## src/rtl/udma_tx_chan_server_if.sv

```systemverilog
// rtl/udma_tx_chan_server_if.sv - peripheral TX channel and L2 read port bundle
// slave is the channel server's view; master is the peripheral/L2 side.
interface udma_tx_chan_server_if #(
  parameter int AW = 12
);
  logic          ch_req_i;
  logic          ch_gnt_o;
  logic [1:0]    ch_datasize_i;
  logic [31:0]   ch_data_o;
  logic          ch_valid_o;
  logic          ch_ready_i;
  logic          l2_req_o;
  logic          l2_gnt_i;
  logic [AW-1:0] l2_addr_o;
  logic [31:0]   l2_rdata_i;
  logic          l2_rvalid_i;

  modport slave (
    input  ch_req_i, ch_datasize_i, ch_ready_i, l2_gnt_i, l2_rdata_i, l2_rvalid_i,
    output ch_gnt_o, ch_data_o, ch_valid_o, l2_req_o, l2_addr_o
  );

  modport master (
    output ch_req_i, ch_datasize_i, ch_ready_i, l2_gnt_i, l2_rdata_i, l2_rvalid_i,
    input  ch_gnt_o, ch_data_o, ch_valid_o, l2_req_o, l2_addr_o
  );
endinterface

```

## src/rtl/udma_tx_chan_server.sv

```systemverilog
// rtl/udma_tx_chan_server.sv - uDMA TX channel server: descriptor, L2 reads, lane-aligned return
// One read in flight at a time; a queued descriptor is taken at end of transfer.
module udma_tx_chan_server #(
  parameter int L2_AWIDTH_NOAL = 12,
  parameter int TRANS_SIZE     = 16
) (
  input  logic                      sys_clk_i,
  input  logic                      rstn_i,
  input  logic [L2_AWIDTH_NOAL-1:0] cfg_startaddr_i,
  input  logic [TRANS_SIZE-1:0]     cfg_size_i,
  input  logic                      cfg_continuous_i,
  input  logic                      cfg_en_i,
  input  logic                      cfg_clr_i,
  output logic                      cfg_en_o,
  output logic                      cfg_pending_o,
  output logic [L2_AWIDTH_NOAL-1:0] cfg_curr_addr_o,
  output logic [TRANS_SIZE-1:0]     cfg_bytes_left_o,
  output logic                      end_event_o,
  udma_tx_chan_server_if.slave      bus
);

  typedef enum logic {IDLE, ACTIVE} state_t;
  state_t state, state_nxt;

  logic [L2_AWIDTH_NOAL-1:0] curr_addr, orig_addr, pend_addr;
  logic [TRANS_SIZE-1:0]     bytes_left, orig_size, pend_size;
  logic                      cont, pend_cont, pend_valid;
  logic                      outstanding, discard, out_valid, end_event;
  logic [31:0]               out_data, rdata_shift;
  logic [1:0]                lat_lane, lat_size;

  logic [2:0] stride;
  logic       l2_req, grant, last, en_ok, launch, take_new, end_xfer;

  always_comb begin
    state_nxt = state;
    stride    = 3'd4;
    l2_req    = 1'b0;
    grant     = 1'b0;
    last      = 1'b0;
    en_ok     = 1'b0;
    launch    = 1'b0;
    take_new  = 1'b0;
    end_xfer  = 1'b0;

    case (bus.ch_datasize_i)
      2'b00:   stride = 3'd1;
      2'b01:   stride = 3'd2;
      default: stride = 3'd4;
    endcase

    l2_req   = bus.ch_req_i & (state == ACTIVE) & ~outstanding & ~out_valid & ~cfg_clr_i;
    grant    = l2_req & bus.l2_gnt_i;
    last     = bytes_left <= TRANS_SIZE'(stride);
    end_xfer = grant & last;
    en_ok    = cfg_en_i & (cfg_size_i != '0) & ~cfg_clr_i;
    // A discarded read must drain before a new descriptor may start.
    launch   = en_ok & (state == IDLE) & ~(outstanding & discard);
    take_new = en_ok & (state == ACTIVE);

    if (cfg_clr_i)
      state_nxt = IDLE;
    else if (state == IDLE && launch)
      state_nxt = ACTIVE;
    else if (end_xfer && !(take_new || pend_valid || cont))
      state_nxt = IDLE;
  end

  always_ff @(posedge sys_clk_i or negedge rstn_i) begin
    if (!rstn_i)
      state <= IDLE;
    else
      state <= state_nxt;
  end

  assign rdata_shift = bus.l2_rdata_i >> {lat_lane, 3'b000};

  always_ff @(posedge sys_clk_i or negedge rstn_i) begin
    if (!rstn_i) begin
      curr_addr   <= '0;
      orig_addr   <= '0;
      pend_addr   <= '0;
      bytes_left  <= '0;
      orig_size   <= '0;
      pend_size   <= '0;
      cont        <= 1'b0;
      pend_cont   <= 1'b0;
      pend_valid  <= 1'b0;
      outstanding <= 1'b0;
      discard     <= 1'b0;
      out_valid   <= 1'b0;
      out_data    <= '0;
      end_event   <= 1'b0;
      lat_lane    <= '0;
      lat_size    <= '0;
    end else begin
      end_event <= end_xfer;
      if (cfg_clr_i) begin
        bytes_left <= '0;
        pend_valid <= 1'b0;
        out_valid  <= 1'b0;
        discard    <= outstanding & ~bus.l2_rvalid_i;
        if (bus.l2_rvalid_i)
          outstanding <= 1'b0;
      end else begin
        if (launch) begin
          curr_addr  <= cfg_startaddr_i;
          orig_addr  <= cfg_startaddr_i;
          bytes_left <= cfg_size_i;
          orig_size  <= cfg_size_i;
          cont       <= cfg_continuous_i;
        end
        if (take_new && !end_xfer) begin
          pend_addr  <= cfg_startaddr_i;
          pend_size  <= cfg_size_i;
          pend_cont  <= cfg_continuous_i;
          pend_valid <= 1'b1;
        end
        if (grant) begin
          outstanding <= 1'b1;
          lat_lane    <= curr_addr[1:0];
          lat_size    <= bus.ch_datasize_i;
          curr_addr   <= curr_addr + L2_AWIDTH_NOAL'(stride);
          bytes_left  <= last ? '0 : bytes_left - TRANS_SIZE'(stride);
          // A cfg_en_i coinciding with the final grant behaves as a pending slot write.
          if (last) begin
            pend_valid <= 1'b0;
            if (take_new) begin
              curr_addr  <= cfg_startaddr_i;
              orig_addr  <= cfg_startaddr_i;
              bytes_left <= cfg_size_i;
              orig_size  <= cfg_size_i;
              cont       <= cfg_continuous_i;
            end else if (pend_valid) begin
              curr_addr  <= pend_addr;
              orig_addr  <= pend_addr;
              bytes_left <= pend_size;
              orig_size  <= pend_size;
              cont       <= pend_cont;
            end else if (cont) begin
              curr_addr  <= orig_addr;
              bytes_left <= orig_size;
            end
          end
        end
        if (bus.l2_rvalid_i && outstanding) begin
          outstanding <= 1'b0;
          if (discard) begin
            discard <= 1'b0;
          end else begin
            out_valid <= 1'b1;
            case (lat_size)
              2'b00:   out_data <= {24'd0, rdata_shift[7:0]};
              2'b01:   out_data <= {16'd0, rdata_shift[15:0]};
              default: out_data <= rdata_shift;
            endcase
          end
        end else if (out_valid && bus.ch_ready_i) begin
          out_valid <= 1'b0;
        end
      end
    end
  end

  assign cfg_en_o         = (state == ACTIVE);
  assign cfg_pending_o    = pend_valid;
  assign cfg_curr_addr_o  = curr_addr;
  assign cfg_bytes_left_o = bytes_left;
  assign end_event_o      = end_event;
  assign bus.l2_req_o     = l2_req;
  assign bus.l2_addr_o    = curr_addr;
  assign bus.ch_gnt_o     = grant;
  assign bus.ch_valid_o   = out_valid;
  assign bus.ch_data_o    = out_data;

endmodule

```

## src/flat_wrapper.sv

```systemverilog
// flat-port wrapper written by rule: the top's interface ports become plain ports
module udma_tx_chan_server_flat 
#(
  parameter int L2_AWIDTH_NOAL = 12,
  parameter int TRANS_SIZE     = 16
)
  (sys_clk_i, rstn_i, cfg_startaddr_i, cfg_size_i, cfg_continuous_i, cfg_en_i, cfg_clr_i, cfg_en_o, cfg_pending_o, cfg_curr_addr_o, cfg_bytes_left_o, end_event_o, bus_ch_req_i, bus_ch_datasize_i, bus_ch_ready_i, bus_l2_gnt_i, bus_l2_rdata_i, bus_l2_rvalid_i, bus_ch_gnt_o, bus_ch_data_o, bus_ch_valid_o, bus_l2_req_o, bus_l2_addr_o);
  udma_tx_chan_server_if #(.AW((12))) bus_i ();
  input  logic sys_clk_i;
  input  logic rstn_i;
  input  logic [L2_AWIDTH_NOAL-1:0] cfg_startaddr_i;
  input  logic [TRANS_SIZE-1:0] cfg_size_i;
  input  logic cfg_continuous_i;
  input  logic cfg_en_i;
  input  logic cfg_clr_i;
  output logic cfg_en_o;
  output logic cfg_pending_o;
  output logic [L2_AWIDTH_NOAL-1:0] cfg_curr_addr_o;
  output logic [TRANS_SIZE-1:0] cfg_bytes_left_o;
  output logic end_event_o;
  input wire logic [$bits(bus_i.ch_req_i)-1:0] bus_ch_req_i;
  input wire logic [$bits(bus_i.ch_datasize_i)-1:0] bus_ch_datasize_i;
  input wire logic [$bits(bus_i.ch_ready_i)-1:0] bus_ch_ready_i;
  input wire logic [$bits(bus_i.l2_gnt_i)-1:0] bus_l2_gnt_i;
  input wire logic [$bits(bus_i.l2_rdata_i)-1:0] bus_l2_rdata_i;
  input wire logic [$bits(bus_i.l2_rvalid_i)-1:0] bus_l2_rvalid_i;
  output wire logic [$bits(bus_i.ch_gnt_o)-1:0] bus_ch_gnt_o;
  output wire logic [$bits(bus_i.ch_data_o)-1:0] bus_ch_data_o;
  output wire logic [$bits(bus_i.ch_valid_o)-1:0] bus_ch_valid_o;
  output wire logic [$bits(bus_i.l2_req_o)-1:0] bus_l2_req_o;
  output wire logic [$bits(bus_i.l2_addr_o)-1:0] bus_l2_addr_o;
  assign bus_i.ch_req_i = bus_ch_req_i;
  assign bus_i.ch_datasize_i = bus_ch_datasize_i;
  assign bus_i.ch_ready_i = bus_ch_ready_i;
  assign bus_i.l2_gnt_i = bus_l2_gnt_i;
  assign bus_i.l2_rdata_i = bus_l2_rdata_i;
  assign bus_i.l2_rvalid_i = bus_l2_rvalid_i;
  assign bus_ch_gnt_o = bus_i.ch_gnt_o;
  assign bus_ch_data_o = bus_i.ch_data_o;
  assign bus_ch_valid_o = bus_i.ch_valid_o;
  assign bus_l2_req_o = bus_i.l2_req_o;
  assign bus_l2_addr_o = bus_i.l2_addr_o;
  udma_tx_chan_server #(.L2_AWIDTH_NOAL(L2_AWIDTH_NOAL), .TRANS_SIZE(TRANS_SIZE)) u_core (.sys_clk_i(sys_clk_i), .rstn_i(rstn_i), .cfg_startaddr_i(cfg_startaddr_i), .cfg_size_i(cfg_size_i), .cfg_continuous_i(cfg_continuous_i), .cfg_en_i(cfg_en_i), .cfg_clr_i(cfg_clr_i), .cfg_en_o(cfg_en_o), .cfg_pending_o(cfg_pending_o), .cfg_curr_addr_o(cfg_curr_addr_o), .cfg_bytes_left_o(cfg_bytes_left_o), .end_event_o(end_event_o), .bus(bus_i));
endmodule
```

## config.mk

```make
export PLATFORM = sky130hd
export DESIGN_NAME = udma_tx_chan_server_flat
export DESIGN_NICKNAME = d
export VERILOG_FILES = /design/src/rtl/udma_tx_chan_server_if.sv /design/src/rtl/udma_tx_chan_server.sv /design/src/flat_wrapper.sv
export SDC_FILE = /design/constraint.sdc
export NUM_CORES = 1
export LEC_CHECK = 0
export CELL_PAD_IN_SITES_DETAIL_PLACEMENT = 0
export CELL_PAD_IN_SITES_GLOBAL_PLACEMENT = 1
export CORE_ASPECT_RATIO = 1.4
export CORE_UTILIZATION = 49
export DETAILED_ROUTE_END_ITERATION = 12
export DONT_BUFFER_PORTS = 1
export PLACE_DENSITY_LB_ADDON = 0.1
export SLEW_MARGIN = 20
export SYNTH_ARGS = -nofsm -noshare
export SYNTH_HDL_FRONTEND = slang
export SYNTH_SLANG_ARGS = --single-unit
```

## constraint.sdc

```tcl
create_clock -name sys_clk_i -period 2.9 [get_ports sys_clk_i]
set_clock_uncertainty 0.2 [all_clocks]
set_input_delay 0.58 -clock sys_clk_i [delete_from_list [all_inputs] [get_ports sys_clk_i]]
set_output_delay 0.58 -clock sys_clk_i [all_outputs]
set_load 0.01 [all_outputs]
```

==> flow_metrics.env <==
export IMPL_final_common_cell="dfrtp_1"
export IMPL_drive_above_1_share_pct=19.4
export IMPL_synth_nets=873
export IMPL_numPortBuffers=0
export IMPL_core_mm2=0.0146
export IMPL_first_pass_iters=5
export IMPL_cp_start_kind="flip-flop"
export IMPL_dieArea_mm2=0.0156
export IMPL_reg2reg_setup_slack_ps=160
export IMPL_reg2reg_depth=8
export IMPL_drv_cap=0
export IMPL_placed_cell_area_mm2=0.00786
export IMPL_r2r_start="u_core.cfg_bytes_left_o[2]$_DFFE_PN0P_"
export IMPL_status="complete, but fails checks"
export IMPL_worstPathCellList="nor3b_2 -> nand3_4 -> inv_4 -> buf_4"
export IMPL_yosysWarnings=0
export IMPL_drt_total_wl_mm=22.4
export IMPL_timing_fmax_ghz=0.360
export IMPL_worst_pin_slew_ps=957
export IMPL_ctsHtreeMaxLevel=4
export IMPL_grt_pass1_wl_mm=34.9
export IMPL_drc=0
export IMPL_ys_async_sr_fraction_pct=100
export IMPL_hold_violations=128
export IMPL_syn_to_final_growth_pct=14.2
export IMPL_cp_end_kind="primary output"
export IMPL_die_y_um=148
export IMPL_power_density_mw_per_mm2=781
export IMPL_cts_sinks=128
export IMPL_cts_setup_buffers=0
export IMPL_mostFrequentLayoutCells="126 x dfrtp_1, 110 x nand2_1, 66 x nor2_1"
export IMPL_path_clk_slew_ps=60
export IMPL_top_layer="met4"
export IMPL_n_antenna_cell=0
export IMPL_yosysSeqAreaShare_pct=43.2
export IMPL_die_w_um=106
export IMPL_dp_hpwl_mm=15.8
export IMPL_insertion_delay_ps=420
export IMPL_synth_area_mm2=0.00742
export IMPL_ios=149
export IMPL_crit_type="reg2out"
export IMPL_vias=6328
export IMPL_overflow=0
export IMPL_p_leak_nw=3.73
export IMPL_drt_met1_wl_mm=9.03
export IMPL_place_gp_congestion=0.927
export IMPL_synth_edff_count=0
export IMPL_numCtsBuffers=17
export IMPL_setup_tns_ps=0
export IMPL_worstReg2RegEnd="u_core.orig_size[0]$_DFFE_PN0N_"
export IMPL_worstPathArrival_ps=2000
export IMPL_cts_root_buf="clkbuf_16"
export IMPL_slew_viol_final=0
export IMPL_grt_pass1_vias=6288
export IMPL_clock_path_buffers=2
export IMPL_drtIter0Drc=584
export IMPL_fillers=1316
export IMPL_regArea_mm2=0.00321
export IMPL_failed_checks="negative hold slack"
export IMPL_crit_slowest_cell="dfrtp_1"
export IMPL_cp_required_ps=2120
export IMPL_hold_path_class="in2async"
export IMPL_nets=891
export IMPL_setup_violations=0
export IMPL_crit_path_max_fanout=17
export IMPL_antenna_found_initial=0
export IMPL_multiInputGateArea_mm2=0.00378
export IMPL_whs_ps=-349
export IMPL_wl_per_cell_um=22.1
export IMPL_synth_seq_cells=128
export IMPL_fin_area_mm2=0.00847
export IMPL_ir_drop_mv=0.375
export IMPL_rows=52
export IMPL_pre_cts_ws_ps=-26.6
export IMPL_cts_tree="yes"
export IMPL_max_stage_delay_ps=460
export IMPL_period_minus_slack_ps=2780
export IMPL_synthCells=794
export IMPL_finalCritPeriodShare_pct=95.7
export IMPL_setup_slack_ps=125
export IMPL_ys_types=72
export IMPL_route_met2_wl_mm=11.0
export IMPL_grt_use_total_pct=29.1
export IMPL_wl_met3_mm=1.69
export IMPL_vias_per_cell=6.24
export IMPL_slew_headroom_pct=36.2
export IMPL_synthFlopType="dfrtp_1"
export IMPL_grt_max_degree=129
export IMPL_syn_area_per_cell_um2=9.35
export IMPL_antenna_left=0
export IMPL_initial_core_util_pct=50.7
critical path: cells and delay by family, from the launching register on:
| family | cells | cell delay (ps) |
|---|---|---|
| buf+inv | 2 | 530 |
| flops | 1 | 460 |
| simple gates | 2 | 560 |
layout make-up:
class,instances,area share (%)
multi-input combinational,577,44.7
sequential,128,37.8
timing repair buffer,66,6.59
clock buffer,21,5.20
tap,189,2.79
clock inverter,11,1.93
inverter,22,1.00
synth_stat cells (5+ instances only):
cell / n / share of area, %
buf_2: 12 / 0.81
nor4_1: 11 / 0.93
xnor2_1: 8 / 0.94
dfrtp_1: 128 / 43
nor2b_1: 11 / 0.93
clkbuf_1: 34 / 1.7
and3_1: 13 / 1.1
nand2b_1: 5 / 0.42
buf_4: 14 / 1.4
mux2_2: 41 / 6.2
a21oi_1: 41 / 2.8
buf_6: 5 / 0.76
mux2i_1: 23 / 3.1
a22oi_1: 14 / 1.4
a211oi_1: 17 / 1.7
nand3_1: 16 / 1.1
xor2_1: 11 / 1.3
o22ai_1: 32 / 2.7
a22o_1: 16 / 1.9
o211ai_1: 10 / 1.0
inv_1: 20 / 1.0
nor3_1: 8 / 0.54
o221ai_1: 10 / 1.2
ha_1: 6 / 1.0
a31oi_1: 14 / 1.2
nor2_1: 66 / 3.3
o21ai_0: 35 / 2.4
nand2_1: 110 / 5.6
where the power goes:
part           internal, mW  leakage [nW]  switching (mW)  total (mW)
sequential             2.19          1.60           0.518        2.71
clock                  1.43         0.291           0.801        2.23
combinational         0.800          1.85           0.872        1.67
total                  4.43          3.73            2.19        6.62
routing by layer:
| layer | global-route usage [%] | vias to the layer above |
|---|---|---|
| met4 | 13.4 | 0 |
| met5 | 0 | - |
| li1 | - | 2920 |
| met2 | 47.8 | 301 |
| met3 | 7.45 | 41 |
| met1 | 35.8 | 3066 |
sequential cells by signal, summed over array words and instances, names as in the netlist, 2 cells and up:
signal	flops
u_core.bus.l2_addr_o	12
u_core.lat_lane	2
u_core.lat_size	2
u_core.orig_size	16
u_core.pend_addr	12
u_core.bus.ch_data_o	32
u_core.pend_size	16
u_core.cfg_bytes_left_o	16
u_core.orig_addr	12
through the flow:
| step | utilization (%) | total power [mW] | cells |
|---|---|---|---|
| after global placement | 53.7 | 4.33 | 982 |
| final | 57.9 | 6.62 | 1014 |
| after global routing | 57.9 | 6.93 | 1014 |
| after floorplan | - | 3.91 | 794 |
| after detailed placement | 53.7 | 4.39 | 982 |
| after CTS | 57.8 | 6.64 | 1014 |
cells by family (layout without fill, tap and decap cells):
kind of cell	count (synthesis)	after routing	synth area share (%)
mux	64	64	9.32
flops	128	128	43.2
compound gates	215	215	19.8
buf+inv	89	120	5.92
simple gates	271	271	18.0
xor+xnor	19	19	2.24
fa+ha+maj	8	8	1.55
worst max path at each step:
stage | start | cells past startpoint | end
CTS | u_core.outstanding$_DFFE_PN0P_ | 4 | bus_ch_gnt_o
detailed placement | bus_ch_datasize_i[1] | 10 | u_core.orig_size[0]$_DFFE_PN0N_
floorplan | bus_ch_datasize_i[1] | 11 | u_core.pend_addr[11]$_DFFE_PN0P_
global route | u_core.cfg_bytes_left_o[2]$_DFFE_PN0P_ | 8 | u_core.orig_size[10]$_DFFE_PN0N_
finish | u_core.outstanding$_DFFE_PN0P_ | 4 | bus_ch_gnt_o
global placement | bus_ch_datasize_i[1] | 10 | u_core.orig_size[15]$_DFFE_PN0N_
timing repair:
item                                   4_1_cts  5_1_grt
setup endpoints to repair                    0        2
resized for setup                            0        4
endpoints found under the hold margin      128      128
(Power assumes the default switching activity.)
